$ cat src/rtl/glitch_filter_scan.sv
// Multi-channel glitch filter: one saturating up/down engine time-shared across N pins
// by a round-robin scan, with rise/fall events queued in a small FIFO.
module glitch_filter_scan #(
    parameter int N          = 8,
    parameter int L          = 4,
    parameter int FIFO_DEPTH = 4,
    localparam int CW        = (N > 1) ? $clog2(N) : 1
) (
    input  logic          clk,
    input  logic          rst,
    input  logic [N-1:0]  pin_iob_reg,
    input  logic          en,
    input  logic [N-1:0]  mask,
    output logic [N-1:0]  val,
    output logic          evt_valid,
    input  logic          evt_ready,
    output logic [CW-1:0] evt_chan,
    output logic          evt_rise,
    output logic          ovf,
    input  logic          ovf_clr
);

    localparam int AW = $clog2(FIFO_DEPTH);
    localparam logic [L-1:0] CNT_MAX = '1;

    logic [N-1:0]  sync1_reg;
    logic [N-1:0]  sync2_reg;
    logic [CW-1:0] ptr_reg;
    logic [N-1:0]  rise_vec;
    logic [N-1:0]  fall_vec;
    logic          push_req;
    logic          push;
    logic          pop;
    logic          drop;
    logic          fifo_full;
    logic          evt_is_rise;
    logic          ovf_reg;

    logic [CW:0]   mem_reg [FIFO_DEPTH];
    logic [AW-1:0] wr_ptr_reg;
    logic [AW-1:0] rd_ptr_reg;
    logic [AW:0]   count_reg;

    always_ff @(posedge clk or posedge rst) begin
        if (rst) begin
            sync1_reg <= '1;
            sync2_reg <= '1;
        end else begin
            sync1_reg <= pin_iob_reg;
            sync2_reg <= sync1_reg;
        end
    end

    always_ff @(posedge clk or posedge rst) begin
        if (rst) begin
            ptr_reg <= '0;
        end else if (en) begin
            ptr_reg <= (ptr_reg == CW'(N - 1)) ? '0 : ptr_reg + 1'b1;
        end
    end

    // Each channel keeps its own counter/state; only the channel under the pointer moves.
    for (genvar gi = 0; gi < N; gi++) begin : g_chan
        logic [L-1:0] cnt_reg;
        logic [L-1:0] cnt_next;
        logic         state_reg;
        logic         visit;

        assign visit = en && (ptr_reg == CW'(gi));

        always_comb begin
            cnt_next = cnt_reg;
            if (sync2_reg[gi] && (cnt_reg != CNT_MAX)) begin
                cnt_next = cnt_reg + 1'b1;
            end else if (!sync2_reg[gi] && (cnt_reg != '0)) begin
                cnt_next = cnt_reg - 1'b1;
            end
        end

        assign rise_vec[gi] = visit && !state_reg && (cnt_next == CNT_MAX);
        assign fall_vec[gi] = visit && state_reg && (cnt_next == '0);
        assign val[gi]      = state_reg;

        always_ff @(posedge clk or posedge rst) begin
            if (rst) begin
                cnt_reg   <= CNT_MAX;
                state_reg <= 1'b1;
            end else if (visit) begin
                cnt_reg <= cnt_next;
                if (rise_vec[gi]) begin
                    state_reg <= 1'b1;
                end else if (fall_vec[gi]) begin
                    state_reg <= 1'b0;
                end
            end
        end
    end

    // At most one channel is visited per cycle, so OR-reductions pick its event.
    assign push_req    = |((rise_vec | fall_vec) & mask);
    assign evt_is_rise = |rise_vec;

    assign evt_valid = (count_reg != '0);
    assign fifo_full = (count_reg == (AW + 1)'(FIFO_DEPTH));
    assign pop       = evt_valid && evt_ready;
    assign push      = push_req && (!fifo_full || pop);
    assign drop      = push_req && fifo_full && !pop;
    assign {evt_chan, evt_rise} = mem_reg[rd_ptr_reg];
    assign ovf       = ovf_reg;

    always_ff @(posedge clk or posedge rst) begin
        if (rst) begin
            for (int i = 0; i < FIFO_DEPTH; i++) begin
                mem_reg[i] <= '0;
            end
            wr_ptr_reg <= '0;
            rd_ptr_reg <= '0;
            count_reg  <= '0;
        end else begin
            if (push) begin
                mem_reg[wr_ptr_reg] <= {ptr_reg, evt_is_rise};
                wr_ptr_reg          <= wr_ptr_reg + 1'b1;
            end
            if (pop) begin
                rd_ptr_reg <= rd_ptr_reg + 1'b1;
            end
            case ({push, pop})
                2'b10:   count_reg <= count_reg + 1'b1;
                2'b01:   count_reg <= count_reg - 1'b1;
                default: count_reg <= count_reg;
            endcase
        end
    end

    // A drop in the same cycle as a clear leaves the flag set.
    always_ff @(posedge clk or posedge rst) begin
        if (rst) begin
            ovf_reg <= 1'b0;
        end else if (drop) begin
            ovf_reg <= 1'b1;
        end else if (ovf_clr) begin
            ovf_reg <= 1'b0;
        end
    end

endmodule

$ cat config.mk
export PLATFORM = sky130hd
export DESIGN_NAME = glitch_filter_scan
export DESIGN_NICKNAME = d
export VERILOG_FILES = /design/src/rtl/glitch_filter_scan.sv
export SDC_FILE = /design/constraint.sdc
export NUM_CORES = 1
export LEC_CHECK = 0
export ABC_AREA = 1
export ABC_CLOCK_PERIOD_IN_PS = 4100
export CORE_UTILIZATION = 25
export CTS_CLUSTER_SIZE = 16
export DETAILED_ROUTE_END_ITERATION = 10
export PLACE_DENSITY = 0.38
export SLEW_MARGIN = 20
export SYNTH_ARGS = -nofsm -noshare
export SYNTH_HDL_FRONTEND = slang
export SYNTH_SLANG_ARGS = --single-unit
$ cat constraint.sdc
create_clock -name clk -period 4.1 [get_ports clk]
set_input_delay 0.41 -clock clk [delete_from_list [all_inputs] [get_ports clk]]
set_output_delay 0.41 -clock clk [all_outputs]
set_load 0.02 [all_outputs]
Yosys cells after proc, flatten, opt, wreduce, memory -nomap -nowiden
Cells that the tools add are included.

Memories: 0. Bits in writable memories: 0. Output and inout bits: 14. Word-level logic and storage cells: 241. Input bits: 21. Register bits: 83. Bits in latches: 0. Bits in read-only memories: 0.

Eq/ne operators: 26. Add/sub/neg operators: 21. Reductions and logical operators: 118. Muxes and demuxes: 42. Bitwise gates (word level): 4. Magnitude comparators: 3. Multipliers: 0. Divide/modulo/power cells: 0. Shift-type cells: 0.

Operators with widths (count): 2-to-1 mux 4 bit (19); logical AND 1 bit (61); adder 4 x 1 -> 4 bit (second input constant) (8); == test 4 bit (second input constant) (8); logical NOT 4 bit (8); inequality test 4 bit (second input constant) (8); nonzero test 4 bit (8); subtractor 4 x 1 -> 4 bit (second input constant) (8); nonzero test 2 bit (10); logical NOT 1 bit (18); 2-to-1 mux 1 bit (18); bitwise mux 16 bit (1); AND reduction 2 bit (8); OR reduction 8 bit (2); == test 3 bit (second input constant) (5); bitwise AND 8 bit (1); binary-select mux 4 bit (select 2 bit) (1); demux 4 bit (select 2 bit) (1); bitwise OR 8 bit (1); adder 3 x 1 -> 3 bit (second input constant) (2); == test 3 x 2 -> 1 bit (second input constant) (2); >= comparator 3 bit (second input constant) (2); inverter 2 -> 3 bit (2); case mux 3 bit (2 select lines) (1); 10 further kinds (11).

Depth between registers and ports, before layout
Depth after elaboration: 12. Gate-level depth with buffers: 24. Depth with buffers taken out: 23.

Least setup slack after synthesis
OpenSTA, ideal clock, no wires.

Kind: reg-to-reg. From: register g_chan[7].cnt_reg[0]. To: register count_reg[2]. Setup slack: 1171 ps. Buffers on the path: 1. Stages on the path, launching flop included: 23. Period minus slack after synthesis: 2929 ps. Setup time: 131 ps. Required time: 3969 ps. Data arrival time: 2798 ps. Path through: dfstp_2 -> inv_1 -> ha_1 -> nand3_1 -> nand2_1 -> o21ai_1 -> nand2_1 -> nand2_1 -> nor2_1 -> nand2_1 -> nand2_1 -> nand2_1 -> nand2_2 -> nor2_4 -> nand2_4 -> buf_6 -> nand2_4 -> ha_1 -> inv_1 -> fa_1 -> a21oi_1 -> o21ai_0 -> xor2_1.

Word-level cells in the longest chain between the ends: 12. Elaborated cells on any way between the ends: 20. Those cells by class: add/sub: 2; eq/ne: 4; mux: 3; bitwise: 2; reduce/logical: 9.

RTL lines: from (decl) (RTL line 64) `logic [L-1:0] cnt_reg;`; from (signal assigned) (RTL line 89) `cnt_reg <= cnt_next;`; parallel branches: the longest is 3 deep, another holds subtractor 4 x 1 -> 4 bit; 2-to-1 mux 4 bit (*) (RTL line 73) `if (sync2_reg[gi] && (cnt_reg != CNT_MAX)) begin`; == test 4 bit / logical NOT 4 bit (equally long branches) (RTL line 80, 81); logical AND 1 bit, on equally long branches (RTL line 80, 81); bitwise OR 8 bit (*) (RTL line 100) `assign push_req = |((rise_vec | fall_vec) & mask);`; bitwise AND 8 bit (*) (RTL line 100); OR reduction 8 bit (*) (RTL line 100); logical AND 1 bit (*) (RTL line 106) `assign push = push_req && (!fifo_full || pop);`; == test 2 x 1 -> 1 bit / == test 2 bit (equally long branches) (RTL line 127) `case ({push, pop})`; case mux 3 bit (2 select lines) / nonzero test 2 bit (equally long branches); to (signal assigned) (RTL line 128) `2'b10: count_reg <= count_reg + 1'b1;`; to (signal assigned) (RTL line 129) `2'b01: count_reg <= count_reg - 1'b1;`; to (signal assigned) (RTL line 130) `default: count_reg <= count_reg;`; to (decl) (RTL line 42) `logic [AW:0] count_reg;`.

Mark *: on every way between the ends. A chain may end at the register's enable or synchronous reset.

Final worst setup path
From: register g_chan[3].cnt_reg[0]. To: register count_reg[2].

Word-level cells in the longest chain between the ends: 12. Elaborated cells on any way between the ends: 20. Those cells by class: add/sub: 2; eq/ne: 4; mux: 3; bitwise: 2; reduce/logical: 9.

RTL lines (RTL line): from (decl) (64); from (signal assigned) (89); parallel branches: the longest is 3 deep, another holds subtractor 4 x 1 -> 4 bit; 2-to-1 mux 4 bit (*) (73); == test 4 bit / logical NOT 4 bit (equally long branches) (80, 81); logical AND 1 bit, on equally long branches (80, 81); bitwise OR 8 bit (*) (100); bitwise AND 8 bit (*) (100); OR reduction 8 bit (*) (100); logical AND 1 bit (*) (106); == test 2 x 1 -> 1 bit / == test 2 bit (equally long branches) (127); case mux 3 bit (2 select lines) / nonzero test 2 bit (equally long branches).

Marked as above.

==> flow_summary.toml <==
[outcome]
outcome = "completed"

[layout]
final_cell_mix = "239 x nand2_1, 90 x nand3_1, 71 x inv_1"
drive_gt1_share_pct = 17.4
diodes = 0
layout_commonest_cell = "nand2_1"
num-fill-cells = 2294
largest_register_ffs = 32
syn2layout_area_growth_pct = 16.2
nNetsFinal = 830

[synthesis]
synth.mux.area_fraction_pct = 0
yosysSeqAreaShare_pct = 39.3
synth-simple-area-share_pct = 37.7
synth_compound_gate_area_share_pct = 7.05
synthTopCellsByArea = "dfstp_2 27%, nand2_1 16%, dfrtp_1 12%"
synthDistinctLibCells = 30
avgSynthCellArea_sq_um = 7.31
ys_ff_latch = 83
synth_xor_area_share_pct = 0.961
synth_top_family_by_area = "simple AND/OR/NAND/NOR gates"
syn_inst = 748
synthAdderAreaFrac_pct = 6.54
synth_nets = 797
synth_top_cell_by_area = "dfstp_2"
synth_top_area_share_pct = 26.9
yosysWarnings = 0
mappedNetlistArea_sq_um = 5470

[power]
powerDensity_nw_per_um2 = 681
irDropWorstVdd_uv = 200
p_leak_nw = 3.09
comb_power_share_pct = 44.7
internal_power_mw = 2.43
total_power_mw = 4.33
sw_frac_of_total_pct = 43.8
p_seq_share_pct = 36.6
pwr-share-clk_pct = 18.7
switchingPower_mw = 1.90

[sta]
max_freq_mhz = 310
finalSetupTns_ps = 0
grt_setup_unrepaired = "no"
finalHoldViolCount = 0
finClkSkew_ps = 8.92
period_needed_ps = 3230
relSlewSlack_pct = 49.7
min_period_over_period_pct = 78.7
maxSlewViolCount = 0
setup_viol = 0
worst_pin_slew_ps = 754

[clock_network]
cts_resized = 0
cts_buffers = 9
postCtsSetupBuffers = 0
holdBufCountCts = 0
cts_tree = "built"
clockBufferDepth = 2
clock-root-buffer = "clkbuf_16"
worstSkewPairLatency_ps = 340
clk_pin_slew_worst_paths_ps = 70
htreeDepth = 3
clock-sinks = 83

[placed_design]
io_buffers = 34
gp_congestion = 0.793
dp_hpwl_um = 9960

[setup_path]
critPathSlowestCell = "dfstp_2"
worst-path-max-fanout = 24
endpoint_kind = "register"
crit_chain = "inv_1 > ha_1 > nand3_2 > nand3_1 > nand2_1 > nor2_1 > nor2_1 > nor2_1 > nand3_2 > nand2_1 > nand2_1 > nand2_2 > nor2_4 > nand2_4 > nand2_4 > ha_1 > inv_1 > fa_1 > a21oi_1 > o21ai_0 > xor2_1"
cp-start-kind = "register"
crit_type = "register to register"
required_ps = 4330
max_stage_delay_ps = 580
r2r.worst_path.cells = 21
cp_data_arrival_time_ps = 3460

[route]
drt_wl_total_um = 13100
wire_per_inst_um = 12.3
postRouteAntennaNets = 0
drc_errors = 0
vias = 4694
routed_via_density = 4.42
drtIter0Drc = 192
drtPass1Iterations = 4

[global_routing]
grt_pass1_vias = 4608
grt_pass1_wl_um = 22100
grt_start_max_net_pins = 41
grt_usage_pct = 12.6
antenna_found_initial = 0
overflow = 0

[flow_run]
maxCapViolations = 0

[floorplan]
die_x_um = 150
die_h_um = 150
pin_count = 35
dieArea_sq_um = 22500
rows = 53
core_sq_um = 21200
start_util_pct = 25.8

[hold_path]
holdPathStages = 0
hold_class = "register to register"
## cell type report
type | instances | area (sq um) | share of cell area (%)
Clock buffer | 13 | 270 | 4.25
Clock inverter | 3 | 22.5 | 0.354
Inverter | 91 | 343 | 5.40
Multi-Input combinational cell | 558 | 2860 | 45.0
Sequential cell | 83 | 2150 | 33.8
Tap cell | 275 | 344 | 5.42
Timing Repair Buffer | 38 | 370 | 5.83
## logic make-up (layout without fill, tap and decap cells)
kind of cell,count (synthesis),count (layout)
buf+inv,107,145
fa+ha+maj,28,28
xor+xnor,6,6
simple gates,452,452
flops,83,83
compound gates,72,72
## metrics by stage
stage / worst slack (ps) / utilization (%) / hold WS [ps] / cells / cell area [sq um]
after global routing: 520 / 29.9 / 358 / 1061 / 6350
after detailed placement: 592 / 28.6 / 347 / 1045 / 6060
after CTS: 826 / 29.9 / 357 / 1061 / 6350
after global placement: 600 / 28.6 / 345 / 1045 / 6060
final: 872 / 29.9 / 355 / 1061 / 6350
after floorplan: 1170 / - / 345 / 748 / 5470
## path summary, 6_finish.rpt
check                                           from  slack, ps                   end
max in group asynchronous                        rst       2750  g_chan[1].cnt_reg[2]
worst max register to register  g_chan[3].cnt_reg[0]        870          count_reg[2]
worst min-delay path                    sync1_reg[0]        360          sync2_reg[0]
worst min register to register          sync1_reg[0]        360          sync2_reg[0]
worst max-delay path            g_chan[3].cnt_reg[0]        870          count_reg[2]
min in group asynchronous                        rst        510         rd_ptr_reg[1]
## power groups by stage
stage / sequential (mW) / combinational, mW / clock [mW]
2_1_floorplan: 1.45 / 1.58 / 0
3_3_place_gp: 1.60 / 1.95 / 0
3_5_place_dp: 1.59 / 1.95 / 0
4_1_cts: 1.59 / 1.95 / 0.853
5_1_grt: 1.64 / 2.24 / 0.883
6_report: 1.58 / 1.93 / 0.810
## layer usage
metal	up-vias	routed length, um	global-route usage (%)
li1	2471	-	-
met1	2160	6290	15.4
met2	49	6330	22.1
met3	14	259	2.44
met4	0	200	4.09
met5	-	0	0
## worst max-delay path, delay by kind of cell, from the launching register on
family	cells	cell delay, ps
xor+xnor	1	150
fa+ha+maj	3	730
buf+inv	2	130
flops	1	580
simple gates	13	1260
compound gates	2	250
## cell usage after synthesis, drive strengths merged
| cell type | number |
|---|---|
| a21boi | 1 |
| a21oi | 9 |
| buf | 15 |
| clkbuf | 1 |
| dfrtp | 27 |
| dfstp | 56 |
| fa | 1 |
| ha | 27 |
| inv | 91 |
| nand2 | 261 |
| nand3 | 103 |
| nand3b | 3 |
| nand4 | 20 |
| nor2 | 58 |
| nor3 | 5 |
| o21ai | 51 |
| o21bai | 7 |
| o22ai | 4 |
| or2 | 2 |
| xnor2 | 1 |
| xor2 | 5 |
(Power assumes the default switching activity.)
==> RTL edit: new RTL, same settings <==
The parameter `L` goes from 4 to 8.
--- a/src/rtl/glitch_filter_scan.sv
+++ b/src/rtl/glitch_filter_scan.sv
@@ -4,3 +4,3 @@
     parameter int N          = 8,
-    parameter int L          = 4,
+    parameter int L          = 8,
     parameter int FIFO_DEPTH = 4,
Behaviour: same outputs for any inputs over 4 cycles, from zero or initial values and one cycle with rst high; that may be too few to reach the edited logic, so the function may still have changed.
==> RTL edit against the original RTL <==
The run now ends with design-rule violations left; design area rose by 66%; synthesized area rose by 68%; setup slack lost 0.11 ns; total power up 63%; sequential cell count rose by 32; routed wire length increased by 95%; count of clock-buffer cells in the layout is 8 higher; sequential share of layout area is 5.5 points lower; critical path type unchanged; largest cell class unchanged; largest power group unchanged.
==> RTL edit: results (changes against the original RTL) <==
# H-tree levels: 4 (was 3)
DRT Pass-1 Iters: 8 (was 4)
Mapped Nets: 1461 (was 797)
Violated checks: design-rule violations
Hpwl dp: 19.3 mm (was 9.96 mm)
Max FFs per register: 64 (was 32)
Largest net degree at the start of global routing: 102 (was 41)
GR Layer Usage met1: 19.8% (was 15.4%)
Status: finished with violations (was completed)
LEAKAGE: 0.00497 µW (was 0.00309 µW)
Total track usage: 14.1% (was 12.6%)
Syn_area_per_cell: 6.48 µm² (was 7.31 µm²)
Cell Area, Placed: 9970 µm² (was 6060 µm²)
Final Non-Filler Cells: 1921 (was 1061)
Max VDD drop: 0.000313 V (was 0.000200 V)
Cts bufs inserted: 17 (was 9)
Worst-path fanout max: 8 (was 24)
Starting DRT DRC Count: 525 (was 192)
Crit-path max cell delay: 0.57 ns
Vias in the first global route: 8149 (was 4608)
Sequential fraction of the synthesis area: 32.6% (was 39.3%)
Met2 usage: 22.0% (was 22.1%)
Synth top area cells: dfstp_2, nand2_1, dfrtp_1 (unchanged)
Clk_lat worst skew: 0.44 ns (was 0.34 ns)
Grt met3 use: 2.20% (was 2.44%)
Worst Skew: 0.0102 ns (was 0.00892 ns)
RePlAce Congestion: 0.787 (was 0.793)
Share of layout cells above drive strength 1: 14.2% (was 17.4%)
Initial antenna violation count: 0 (unchanged)
DRC viols: 2 (was 0)
Post-synthesis cell type count: 45 (was 30)
Final WL: 25.5 mm (was 13.1 mm)
Worst-margin pin slew: 0.768 ns (was 0.754 ns)
Top post-synthesis cells by count: nand2_1, nor2_1, inv_1 (was nand2_1, nand3_1, inv_1)
RTL edit: cell count changes after synthesis, moves of 11 or more:
cell	unedited run	this run
xor2_1	5	36
inv_1	72	143
nor2_1	53	144
nand4_1	20	41
nor2_2	2	17
o21ai_0	45	86
a21oi_1	9	20
dfstp_2	56	88
nand3_1	90	103
nand2_1	239	538
RTL edit: critical path: cells and delay by family (launching register included):
kind | cells | cell delay [ns]
buffers and inverters | 4 | 0.27
DFF | 1 | 0.57
AOI/OAI and AO/OA | 1 | 0.07
adders and majority gates | 2 | 0.65
and+or+nand+nor | 18 | 1.69
RTL edit: path summary, 6_finish.rpt:
path	start	end	slack [ns]	cells past startpoint
worst max-delay path	g_chan[3].cnt_reg[0]	count_reg[2]	0.76	25
max in group asynchronous	rst	g_chan[7].cnt_reg[3]	2.74	3
worst min register to register	sync1_reg[1]	sync2_reg[1]	0.35	0
worst max register to register	g_chan[3].cnt_reg[0]	count_reg[2]	0.76	25
min in group asynchronous	rst	ovf	0.51	2
worst min-delay path	sync1_reg[1]	sync2_reg[1]	0.35	0
RTL edit: cells by family after synthesis:
logic type                 count (synthesis)  share of synthesized area, %
and+or+nand+nor                          910                          43.5
DFF                                      115                          32.6
buffers and inverters                    188                          8.47
adders and majority gates                 27                          3.77
xor gates and xnor gates                  36                          3.44
AOI/OAI and AO/OA                        137                          8.17
RTL edit: cell type report:
cell class                      instances  area, µm²
Clock inverter                         11        110
Inverter                              164        633
Multi-Input combinational cell       1110       5400
Fill cell                            3926      25300
Tap cell                              461        577
Timing Repair Buffer                   39        378
Sequential cell                       115       2990
Clock buffer                           21        460
RTL edit: where the power goes:
| part | switching (µW) | internal [µW] | total (µW) | leakage, µW |
|---|---|---|---|---|
| logic | 2230 | 1140 | 3370 | 0.00342 |
| clock network | 576 | 917 | 1490 | 0.000282 |
| registers | 500 | 1700 | 2200 | 0.00127 |
| total | 3310 | 3750 | 7060 | 0.00497 |
RTL edit: metal layers:
layer	vias up	share of wire [%]	wire length, µm
li1	4550	-	-
met1	3900	52	13100
met2	101	44	11300
met3	24	2.5	635
met4	0	1.6	420
met5	-	0	0
RTL edit: through the flow:
stage	setup slack, ns	total power (µW)	util, %
global placement	0.578	5650	27.8
finish	0.765	7060	29.4
detailed placement	0.554	5590	27.8
CTS	0.716	7150	29.4
floorplan	0.792	4720	-
global route	0.274	7770	29.4
